$ cat config.mk
export PLATFORM = sky130hd
export DESIGN_NAME = onehot_serializer
export DESIGN_NICKNAME = d
export VERILOG_FILES = /design/src/rtl/onehot_serializer.sv
export SDC_FILE = /design/constraint.sdc
export NUM_CORES = 1
export LEC_CHECK = 0
export ABC_CLOCK_PERIOD_IN_PS = 2100
export BUFFER_PORTS_ARGS = -buffer_cell sky130_fd_sc_hd__buf_2
export CAP_MARGIN = 10
export CORE_MARGIN = 2
export CORE_UTILIZATION = 40
export CTS_BUF_LIST = sky130_fd_sc_hd__clkbuf_8
export CTS_CLUSTER_SIZE = 20
export DETAILED_ROUTE_END_ITERATION = 12
export PLACE_DENSITY = 0.64
export SYNTH_ARGS = -nofsm -noshare
export SYNTH_HDL_FRONTEND = slang
export SYNTH_SLANG_ARGS = --single-unit
export TNS_END_PERCENT = 50
$ cat constraint.sdc
create_clock -name clk -period 2.1 [get_ports clk]
set_input_delay 0.315 -clock clk [delete_from_list [all_inputs] [get_ports clk]]
set_output_delay 0.315 -clock clk [all_outputs]
set_load 0.01 [all_outputs]
$ cat src/rtl/onehot_serializer.sv
// rtl/onehot_serializer.sv - splits a multi-hot request vector into one-hot beats, lowest index first
module onehot_serializer #(
  parameter int N     = 4,
  parameter int CNT_W = 8
) (
  input  logic             clk,
  input  logic             rst,
  input  logic             in_valid,
  output logic             in_ready,
  input  logic [N-1:0]     in_req,
  output logic             out_valid,
  input  logic             out_ready,
  output logic [N-1:0]     out_onehot,
  output logic             out_last,
  output logic             busy,
  output logic [CNT_W-1:0] zero_cnt
);

  localparam logic [N-1:0]     ONE_N   = N'(1);
  localparam logic [CNT_W-1:0] ONE_C   = CNT_W'(1);
  localparam logic [CNT_W-1:0] CNT_MAX = '1;

  typedef enum logic {IDLE, SERVE} state_t;

  state_t       state;
  logic [N-1:0] pending;
  logic [N-1:0] pending_rest;

  function automatic logic [N-1:0] lowest_bit(input logic [N-1:0] v);
    return v & (~v + ONE_N);
  endfunction

  function automatic logic single_bit(input logic [N-1:0] v);
    return (v != '0) && ((v & (v - ONE_N)) == '0);
  endfunction

  // Bits still owed after the beat currently on out_onehot is taken.
  assign pending_rest = pending & ~out_onehot;

  // Every output is registered, so nothing on in_* reaches out_* in the same cycle.
  always_ff @(posedge clk) begin
    if (rst) begin
      state      <= IDLE;
      pending    <= '0;
      out_valid  <= 1'b0;
      out_onehot <= '0;
      out_last   <= 1'b0;
      busy       <= 1'b0;
      in_ready   <= 1'b1;
      zero_cnt   <= '0;
    end else begin
      case (state)
        IDLE: begin
          if (in_valid) begin
            if (in_req != '0) begin
              state      <= SERVE;
              pending    <= in_req;
              out_valid  <= 1'b1;
              out_onehot <= lowest_bit(in_req);
              out_last   <= single_bit(in_req);
              busy       <= 1'b1;
              in_ready   <= 1'b0;
            end else if (zero_cnt != CNT_MAX) begin
              zero_cnt <= zero_cnt + ONE_C;
            end
          end
        end
        SERVE: begin
          if (out_ready) begin
            if (out_last) begin
              state      <= IDLE;
              pending    <= '0;
              out_valid  <= 1'b0;
              out_onehot <= '0;
              out_last   <= 1'b0;
              busy       <= 1'b0;
              in_ready   <= 1'b1;
            end else begin
              pending    <= pending_rest;
              out_onehot <= lowest_bit(pending_rest);
              out_last   <= single_bit(pending_rest);
            end
          end
        end
      endcase
    end
  end

endmodule

==> results.cfg <==
[clock_network]
cts_sinks = 19
cts_tree = yes
clock_latency_ns = 0.26
clk_pin_slew_ns = 0.07
htree_levels = 1
cts_root_buffer = clkbuf_8
cts_hold_buf = 0
clockBufferDepth = 2
cts_buffers = 3
cts_setup_buffers = 0
ctsResizeCount = 0

[die]
fp.dieH_um = 54.1
coreArea_mm2 = 0.00243
num_rows = 18
initial_core_util_pct = 41.3
dieWidth_um = 54.1
io_pins = 24
die_area_mm2 = 0.00293

[power]
intPower_mw = 0.564
power_frac_comb_pct = 16.3
p_total_mw = 0.787
irDropWorstVdd_mv = 0.415
pwr-share-seq_pct = 51.0
clock_power_share_pct = 32.7
leakage_nw = 0.487
p_switching_mw = 0.223
p_sw_share_pct = 28.3
power_density_mw_per_mm2 = 676

[global_routing]
top_usage_layer = met1
grt_pass1_vias = 769
overflow = 0
grtUsageMet1_pct = 24.6
use_met3_pct = 2.50
gr-usage-met2_pct = 23.6
grtUsageTotal_pct = 16.5
grt_max_degree = 19
antenna_found_initial = 0
grt_pass1_wl_um = 3520

[run_status]
status = finished clean

[yosys]
yosysSeqAreaShare_pct = 37.9
synth.net_count = 126
syn_area_mm2 = 0.00100
synth_top_cell_by_area = dfxtp_1
synth-seq-cells = 19
synth_top_area_share_pct = 37.9
syn_inst = 117
synth.avg_cell_area_um2 = 8.58
synth.yosys.warnings = 0
ys_top_cells_by_area = dfxtp_1, nor2_1, nor2b_1, xor2_1, a21oi_1
yosysUniqueCellTypes = 40
ys.flop_type = dfxtp_1
synth_edf_count = 0
async_flop_share_pct = 0

[place]
port_buffers = 23
place.gp.congestion = 0.834
dp.final_hpwl_um = 1630
place_area_mm2 = 0.00112

[timing]
period_minus_slack_ns = 1.63
setup_viol = 0
rsz0062_at_grt = false
hold_viol = 0
slew_headroom_pct = 67.1
setup_tns_ns = 0
fin_worst_hold_slack_ns = 0.416
fin_crit_sh_pct = 77.8
max_slew.worst_pin.slew_ns = 0.489
fin_skew_ns = 0.00537
max_freq_mhz = 612
slew_violations = 0

[detailed_routing]
drt_drc_violations_left = 0
num_vias = 951
dr.first_iter.drc_count = 29
drt_wl_total_um = 2180
firstDrtPassIters = 5
wl_per_cell_um = 13.0
vias_per_cell = 5.66
detail-route-antenna-nets = 0

[min_path]
hold_path_class = input port to register
min_from = out_ready
holdPathEnd = state
hold_path_depth = 4

[setup_path]
cp-start-kind = register
reg2reg_setup_slack_ns = 0.47
worstPathMaxFanout = 13
r2r_start = state
critPathCaptureType = register
path_class = register to register
worstRegToRegCells = 4
required_ns = 2.29
worstReg2RegEnd = zero_cnt[7]
critPathArrivalTime_ns = 1.82

[flow_run]
maxCapViolations = 0

[final_layout]
final_area_mm2 = 0.00116
antenna_cells = 0
syn_to_final_growth_pct = 16.0
fin_nets = 148
drive_gt1_share_pct = 23.2
## critical path: stages, from the launching register on
cell,delay (ns)
dfxtp_1,0.44
nor3b_4,0.33
nand3_2,0.15
or4_1,0.49
a21oi_1,0.15
## registers in the layout, indices dropped and copies added (netlist names)
| register | cells |
|---|---|
| busy | 1 |
| in_ready | 1 |
| out_last | 1 |
| out_onehot | 4 |
| pending | 3 |
| state | 1 |
| zero_cnt | 8 |
## cell usage after synthesis, types with 3 or more instances
master,instances
a211oi_1,4
a21oi_1,8
dfxtp_1,19
nand2_1,10
nand2b_1,3
nand3_1,3
nor2_1,14
nor2b_1,7
o21ai_0,6
xor2_1,5
## cells in the final DEF, fill, tap and decap left out, types with 4 or more instances in the layout
cell type   n
a21oi_1     8
nor2b_1     7
a211oi_1    4
dfxtp_1    19
xor2_1      5
buf_2      23
nor2_1     14
o21ai_0     6
nand2_1    10
## routing by layer
| layer | up-vias | part of all wire, % |
|---|---|---|
| met5 | - | 0 |
| met4 | 0 | 1.4 |
| met2 | 42 | 43 |
| met1 | 434 | 47 |
| li1 | 471 | - |
| met3 | 4 | 7.9 |
## area by class of cell
| class | count | area [um2] |
|---|---|---|
| fillers | 255 | 1270 |
| flip-flops and latches | 19 | 380 |
| inverters | 2 | 7.51 |
| clock buffers | 3 | 41.3 |
| multi-input cells | 90 | 577 |
| well taps | 30 | 37.5 |
| repair buffers | 23 | 115 |
| clock inverters | 1 | 5.00 |
## metrics by stage
stage                     setup slack, ns  utilization (%)  std cells
after floorplan                     0.585                -        117
after global placement              0.485             45.9        164
after detailed placement            0.473             45.9        164
after CTS                           0.467             47.8        168
after global routing                0.322             47.8        168
final                               0.466             47.8        168
## logic make-up after synthesis
kind of cell,synth area share [%]
and+or+nand+nor,27.2
AOI/OAI and AO/OA,23.7
DFF,37.9
buffers and inverters,4.61
xor gates and xnor gates,4.36
muxes,0.998
adders and majority gates,1.25
## power by group through the flow
stage | sequential [mW] | combinational [mW] | clock (mW)
after floorplan | 0.408 | 0.0893 | 0
after global placement | 0.408 | 0.126 | 0
after detailed placement | 0.409 | 0.127 | 0
after CTS | 0.401 | 0.128 | 0.266
after global routing | 0.404 | 0.142 | 0.277
final | 0.401 | 0.128 | 0.258
## worst max-delay path by stage
| stage | from | depth (start not counted) | slack, ns | to |
|---|---|---|---|---|
| final | state | 4 | 0.47 | zero_cnt[7] |
| after floorplan | zero_cnt[0] | 5 | 0.58 | zero_cnt[6] |
| after global routing | zero_cnt[0] | 5 | 0.32 | zero_cnt[1] |
| after detailed placement | in_req[1] | 5 | 0.47 | zero_cnt[6] |
| after CTS | state | 4 | 0.47 | zero_cnt[7] |
| after global placement | in_req[1] | 5 | 0.49 | zero_cnt[6] |
(Power assumes the default switching activity.)
